$ cat config.mk
export PLATFORM = sky130hd
export DESIGN_NAME = sd_card_cmd_responder
export DESIGN_NICKNAME = d
export VERILOG_FILES = /design/src/rtl/sd_card_cmd_responder.sv
export SDC_FILE = /design/constraint.sdc
export NUM_CORES = 1
export LEC_CHECK = 0
export CAP_MARGIN = 10
export CELL_PAD_IN_SITES_DETAIL_PLACEMENT = 1
export CELL_PAD_IN_SITES_GLOBAL_PLACEMENT = 1
export CORE_ASPECT_RATIO = 1.75
export CORE_MARGIN = 10
export CORE_UTILIZATION = 40
export DETAILED_ROUTE_END_ITERATION = 8
export GPL_ROUTABILITY_DRIVEN = 0
export HOLD_SLACK_MARGIN = 0.03
export PLACE_DENSITY_LB_ADDON = 0.1
export SLEW_MARGIN = 20
export SYNTH_ARGS = -nofsm -noshare
export SYNTH_HDL_FRONTEND = slang
export SYNTH_SLANG_ARGS = --single-unit
$ cat constraint.sdc
create_clock -name clock -period 3.41 [get_ports clock]
set_clock_uncertainty 0.15 [all_clocks]
set_input_delay 1.023 -clock clock [delete_from_list [all_inputs] [get_ports clock]]
set_output_delay 1.023 -clock clock [all_outputs]
set_load 0.02 [all_outputs]
$ cat src/rtl/sd_card_cmd_responder.sv
// Card-side SD CMD line endpoint: receives 48-bit command tokens, checks
// framing and CRC7, hands index/argument to card logic, then serialises the
// short (48-bit) or long (136-bit) response back onto the line.
//
// state      | meaning
// -----------+-----------------------------------------------------------
// S_IDLE     | line released, waiting for a start bit
// S_RX       | shifting in command bits 46..0, CRC check on bit 0
// S_WAIT_RSP | command accepted, waiting up to NCR_MAX cycles for rsp_valid
// S_GAP      | driving the line high until the minimum Ncr gap has elapsed
// S_TX       | shifting the response out MSB first, CRC7 appended
// S_HOLD     | one cycle driving high after the end bit, release next
module sd_card_cmd_responder #(
  parameter int NCR_MIN = 2,
  parameter int NCR_MAX = 64
) (
  input  logic         clock,
  input  logic         reset,
  input  logic         cmd_pin_in,
  output logic         cmd_pin_out,
  output logic         cmd_oe,
  output logic         cmd_valid,
  output logic [5:0]   cmd_index,
  output logic [31:0]  cmd_arg,
  output logic         cmd_crc_err,
  input  logic         rsp_valid,
  input  logic [1:0]   rsp_kind,
  input  logic [5:0]   rsp_index,
  input  logic [31:0]  rsp_status,
  input  logic [119:0] rsp_long,
  output logic         rsp_ack,
  output logic         busy
);

  // The Ncr timer counts down from NCR_MAX-1 on the cycle after the command
  // end bit, so a value of NCR_MAX-k means k cycles have elapsed. It
  // saturates at zero, which keeps the gap compare valid for late responses.
  localparam int TW = $clog2(NCR_MAX + 1);
  localparam logic [TW-1:0] TMR_LOAD = TW'(NCR_MAX - 1);
  localparam logic [TW-1:0] GAP_DONE = TW'(NCR_MAX - NCR_MIN);

  typedef enum logic [2:0] {
    S_IDLE,
    S_RX,
    S_WAIT_RSP,
    S_GAP,
    S_TX,
    S_HOLD
  } state_t;

  state_t         state;
  logic [5:0]     rx_cnt;
  logic [44:0]    rx_sr;
  logic [6:0]     crc;
  logic [TW-1:0]  tmr;
  logic [126:0]   tx_sr;
  logic [7:0]     tx_cnt;
  logic           tx_long;

  // One CRC7 step (x^7 + x^3 + 1), data MSB first.
  function automatic logic [6:0] crc7_next(input logic [6:0] c, input logic b);
    logic fb;
    fb = c[6] ^ b;
    return {c[5:0], 1'b0} ^ {3'b000, fb, 2'b00, fb};
  endfunction

  // Whole controller: receive, check, wait, gap, transmit, hold.
  always_ff @(posedge clock) begin
    if (reset) begin
      state       <= S_IDLE;
      rx_cnt      <= '0;
      rx_sr       <= '0;
      crc         <= '0;
      tmr         <= '0;
      tx_sr       <= '0;
      tx_cnt      <= '0;
      tx_long     <= 1'b0;
      cmd_pin_out <= 1'b1;
      cmd_oe      <= 1'b0;
      cmd_valid   <= 1'b0;
      cmd_crc_err <= 1'b0;
      cmd_index   <= '0;
      cmd_arg     <= '0;
      rsp_ack     <= 1'b0;
      busy        <= 1'b0;
    end else begin
      cmd_valid   <= 1'b0;
      cmd_crc_err <= 1'b0;
      rsp_ack     <= 1'b0;
      case (state)
        S_IDLE: begin
          // Start bit is a zero and leaves the zero-initialised CRC unchanged.
          if (!cmd_pin_in) begin
            state  <= S_RX;
            rx_cnt <= 6'd46;
            crc    <= '0;
            busy   <= 1'b1;
          end
        end

        S_RX: begin
          rx_cnt <= rx_cnt - 6'd1;
          if (rx_cnt == 6'd46) begin
            // Transmission bit 0 means another card's response: drop silently.
            if (!cmd_pin_in) begin
              state <= S_IDLE;
              busy  <= 1'b0;
            end else begin
              crc <= crc7_next(crc, 1'b1);
            end
          end else if (rx_cnt != 6'd0) begin
            rx_sr <= {rx_sr[43:0], cmd_pin_in};
            if (rx_cnt >= 6'd8) begin
              crc <= crc7_next(crc, cmd_pin_in);
            end
          end else begin
            if (cmd_pin_in && (rx_sr[6:0] == crc)) begin
              cmd_index <= rx_sr[44:39];
              cmd_arg   <= rx_sr[38:7];
              cmd_valid <= 1'b1;
              tmr       <= TMR_LOAD;
              state     <= S_WAIT_RSP;
            end else begin
              cmd_crc_err <= 1'b1;
              state       <= S_IDLE;
              busy        <= 1'b0;
            end
          end
        end

        S_WAIT_RSP: begin
          if (tmr != '0) tmr <= tmr - 1'b1;
          if (rsp_valid) begin
            rsp_ack <= 1'b1;
            case (rsp_kind)
              2'b01: begin
                tx_sr       <= {1'b0, rsp_index, rsp_status, 88'd0};
                tx_cnt      <= 8'd47;
                tx_long     <= 1'b0;
                cmd_oe      <= 1'b1;
                cmd_pin_out <= 1'b1;
                state       <= S_GAP;
              end
              2'b10: begin
                tx_sr       <= {1'b0, 6'h3f, rsp_long};
                tx_cnt      <= 8'd135;
                tx_long     <= 1'b1;
                cmd_oe      <= 1'b1;
                cmd_pin_out <= 1'b1;
                state       <= S_GAP;
              end
              default: begin
                state <= S_IDLE;
                busy  <= 1'b0;
              end
            endcase
          end else if (tmr == '0) begin
            state <= S_IDLE;
            busy  <= 1'b0;
          end
        end

        S_GAP: begin
          if (tmr != '0) tmr <= tmr - 1'b1;
          // Leaving the gap drives the start bit; the CRC of a leading zero is zero.
          if (tmr < GAP_DONE) begin
            cmd_pin_out <= 1'b0;
            crc         <= '0;
            state       <= S_TX;
          end
        end

        S_TX: begin
          // tx_cnt = bits still to send after the start bit; 0 is the hold cycle.
          if (tx_cnt > 8'd8) begin
            cmd_pin_out <= tx_sr[126];
            tx_sr       <= {tx_sr[125:0], 1'b0};
            // Long responses exclude the 0/111111 header from the CRC.
            if (!tx_long || (tx_cnt <= 8'd128)) begin
              crc <= crc7_next(crc, tx_sr[126]);
            end
            tx_cnt <= tx_cnt - 8'd1;
          end else if (tx_cnt > 8'd1) begin
            cmd_pin_out <= crc[6];
            crc         <= {crc[5:0], 1'b0};
            tx_cnt      <= tx_cnt - 8'd1;
          end else if (tx_cnt == 8'd1) begin
            cmd_pin_out <= 1'b1;
            tx_cnt      <= 8'd0;
          end else begin
            cmd_pin_out <= 1'b1;
            state       <= S_HOLD;
          end
        end

        S_HOLD: begin
          cmd_oe      <= 1'b0;
          cmd_pin_out <= 1'b1;
          busy        <= 1'b0;
          state       <= S_IDLE;
        end

        default: begin
          state <= S_IDLE;
          busy  <= 1'b0;
        end
      endcase
    end
  end

endmodule
==> results.env <==
FLOORPLAN.DIE.HEIGHT_UM=248
CELL_AREA_POWER_DENSITY_mW_PER_MM2=603
PLACE_AREA_MM2=0.0141
ROUTE.DETAILED.WL_PER_INST_UM=18.2
SWSHARE_PCT=34.4
TRITONCTS.NUM_BUFFERS=25
SYNTH.DISTINCT_CELLS=64
ROUTE.DETAILED.VIAS_PER_INST=5.49
CTS-HTREE-LEVELS=1
TIMING.CRITICAL_PATH.ARRIVAL_NS=3.25
LAYOUT-DRIVE-GT1-SHARE_PCT=11.5
CTS_SETUP_BUFFERS=0
SYNTHESIS.NETS=1535
DESIGN_AREA_MM2=0.0149
SYNTH.YOSYS.SEQ_AREA_SHARE_PCT=41.8
TIMING.FMAX_MHz=337
ROUTED-VIA-COUNT=10400
PLACEMENT_STAGE_WORST_SETUP_SLACK_NS=-0.135
GRT_START_MAX_NET_PINS=146
DIODE_INSERTION_COUNT_FOR_ANTENNA_REPAIR=0
WORST_SETUP_SP_TYPE='input port'
COMB_POWER_SHARE_PCT=30.6
ALL_LAYER_GLOBAL_ROUTING_USAGE_PCT=18.1
FINAL.MIN_CLOCK_PERIOD_NS=2.97
OUTCOME='finished clean'
GRT_PASS1_WL_UM=56300
ROUTED_WIRELENGTH_UM=34500
YOSYS_WARNINGS=0
P_SEQ_SHARE_PCT=39.2
HOLD_VIOL=0
TIMING.FINAL.MAX_SLEW_VIOLATIONS=0
MAXCAPVIOLATIONS=0
POST_SYNTH_INSTANCE_AREA_MM2=0.0119
CLOCK_INSERTION_DELAY_WORST_SKEW_NS=0.53
YOSYSMOSTFREQUENTCELL='sky130_fd_sc_hd__nand2_1'
RSZ_0062_RAISED_AFTER_GLOBAL_ROUTING='false'
PORTBUFFERS=207
SYNTH.TOP_CELL.AREA_SHARE_PCT=41.8
POST-LAYOUT-TOTAL-POWER_mW=9.02
FINAL.SETUP.WORST_SLACK_NS=0.443
CRIT_PATH_END_KIND='register'
AREA_GROWTH_SYN_TO_LAYOUT_PCT=25.9
MAX_SLEW_MARGIN_PCT=45.0
CTS_RESIZED=0
SYNTH_AREA_LEADER_CELL='sky130_fd_sc_hd__dfxtp_1'
NNETSFINAL=1672
CORE_AREA_MM2=0.0293
POST-ROUTE-DRC-COUNT=0
DOMINANTREGCELLSYNTH='sky130_fd_sc_hd__dfxtp_1'
NUMBER_OF_ENABLE_TYPE_REGISTER_CELLS_IN_THE_SYNTHESIZED_NETLIST=0
FLOORPLAN.DIE_AREA_MM2=0.0372
LEAKAGEPOWER_nW=4.73
TRANSITION_TIME_AT_THE_PIN_WITH_THE_LEAST_SLEW_MARGIN_NS=0.818
DESIGN.PORTCOUNT=208
DRT_ITER0_MARKERS=386
SYNTH-ASYNC-RESET-RATIO_PCT=0
FINAL-SETUP-VIOL-COUNT=0
POWER.SHARE.CLOCK_PCT=30.2
VIA_COUNT_OF_THE_FIRST_GLOBAL_ROUTING_PASS=10900
POSTSYNTHREGISTERBITS=248
FIN_HOLD_WS_NS=0.304
CTS_HOLD_REPAIR.BUFFERS=0
WORST_EP_REQUIRED_TIME_NS=3.70
CRIT_FANOUT=70
SYNTH.TOP_CELLS.BY_COUNT='sky130_fd_sc_hd__nand2_1, sky130_fd_sc_hd__dfxtp_1, sky130_fd_sc_hd__nor2_1'
DIE_X_UM=150
MEAN_SYN_CELL_AREA_UM2=8.72
SYNTH_TOP_CELLS_BY_AREA='sky130_fd_sc_hd__dfxtp_1, sky130_fd_sc_hd__a311oi_2, sky130_fd_sc_hd__nand2_1, sky130_fd_sc_hd__mux2i_1, sky130_fd_sc_hd__nor2_1'
MIN_PATH_TYPE='reg2reg'
GRT_REMAINING_OVERFLOW=0
CTSLONGESTPATHBUFFERS=3
PLACEMENT_ROWS=83
GATE_COUNT_POST_SYNTH=1361
TOTAL_SWITCHING_POWER_mW=3.10
START_UTIL_PCT=40.5
CTS_SINKS=248
WORST_IR_DROP_VDD_V=0.000384
FINALCRITPERIODSHARE_PCT=87.0
DP_HPWL_UM=23700
ANTENNA_FOUND_INITIAL=0
DETAIL_ROUTE.FIRST_PASS.ITERATIONS=4
CLOCK_ROOT_BUFFER_MASTER='sky130_fd_sc_hd__clkbuf_16'
CLKTRANSATPATHREGS_NS=0.06
INTERNAL_POWER_mW=5.91
ANT_NETS=0
CLOCK_TREE_FROM_TRITONCTS='done'
PATH_CLASS='in2reg'
-- cell usage in the layout (no fill, tap or decap), types with 10 or more instances in the layout --
cell                                n
sky130_fd_sc_hd__a21oi_1          109
sky130_fd_sc_hd__a311oi_2          88
sky130_fd_sc_hd__buf_12            11
sky130_fd_sc_hd__buf_4             18
sky130_fd_sc_hd__clkbuf_16         25
sky130_fd_sc_hd__clkdlybuf4s50_1  206
sky130_fd_sc_hd__dfxtp_1          248
sky130_fd_sc_hd__inv_1             15
sky130_fd_sc_hd__mux2i_1           74
sky130_fd_sc_hd__nand2_1          260
sky130_fd_sc_hd__nand3_1           93
sky130_fd_sc_hd__nor2_1           149
sky130_fd_sc_hd__o211ai_1          40
sky130_fd_sc_hd__o21ai_0           13
sky130_fd_sc_hd__or3_1             10
sky130_fd_sc_hd__xnor2_1           10
-- cells by family (layout without fill, tap and decap cells) --
group,count (synthesis),count (layout),synth area share (%)
DFF,248,248,41.8
xor gates and xnor gates,12,12,0.885
and+or+nand+nor,570,570,21.2
muxes,74,74,6.24
AOI/OAI and AO/OA,305,305,22.7
adders and majority gates,10,10,1.05
buffers and inverters,142,295,6.02
-- worst max-delay path: stages --
cell	delay [ns]
sky130_fd_sc_hd__clkdlybuf4s50_1	0.46
sky130_fd_sc_hd__inv_1	0.09
sky130_fd_sc_hd__ha_1	0.14
sky130_fd_sc_hd__o21a_1	0.12
sky130_fd_sc_hd__a21oi_1	0.12
sky130_fd_sc_hd__nor3_4	0.51
sky130_fd_sc_hd__buf_12	0.39
sky130_fd_sc_hd__nor2_1	0.11
sky130_fd_sc_hd__a311oi_2	0.25
-- per-layer routing --
metal | global-route usage [%] | vias to the layer above | wire length [um]
met5 | 0 | - | 0
met4 | 4.68 | 0 | 580
met3 | 3.36 | 38 | 1660
met2 | 33.8 | 181 | 18400
met1 | 20.3 | 5080 | 13900
li1 | - | 5103 | -
-- per-stage QoR --
stage / util (%) / cells / setup TNS [ns]
after floorplan: - / 1361 / 0
after global placement: 48.3 / 1853 / -3.80
after detailed placement: 48.3 / 1853 / -7.30
after CTS: 51.0 / 1896 / 0
after global routing: 51.0 / 1896 / 0
final: 51.0 / 1896 / 0
-- power groups by stage --
stage | Clock (mW) | Sequential, mW | Combinational [mW]
final | 2.72 | 3.53 | 2.76
after global routing | 2.93 | 3.58 | 3.08
after global placement | 0 | 3.58 | 2.70
after CTS | 2.81 | 3.54 | 2.80
after floorplan | 0 | 3.48 | 2.13
after detailed placement | 0 | 3.59 | 2.79
-- state kept, by name (all words and copies together), names as in the netlist --
register,count
tmr,7
crc,7
rsp_ack,1
tx_sr,127
tx_cnt,8
tx_long,1
cmd_pin_out,1
cmd_arg,32
cmd_valid,1
state,3
rx_sr,45
cmd_oe,1
busy,1
cmd_index,6
cmd_crc_err,1
rx_cnt,6
-- path summary, 6_finish.rpt --
kind | startpoint | endpoint | slack [ns] | cells past startpoint
worst min register to register | tx_sr[122] | tx_sr[122] | 0.30 | 2
worst min-delay path | tx_sr[122] | tx_sr[122] | 0.30 | 2
worst max-delay path | rsp_kind[1] | tx_sr[42] | 0.44 | 9
worst max register to register | state[1] | tx_sr[42] | 0.67 | 6
-- cell type report --
| class | instances | area [um^2] |
|---|---|---|
| inverter | 16 | 60.1 |
| multi-input combinational | 971 | 6210 |
| timing repair buffer | 236 | 2430 |
| fill | 3399 | 14300 |
| tap | 382 | 478 |
| sequential | 248 | 4960 |
| clock buffer | 35 | 723 |
| clock inverter | 8 | 75.1 |
(Power assumes the default switching activity.)
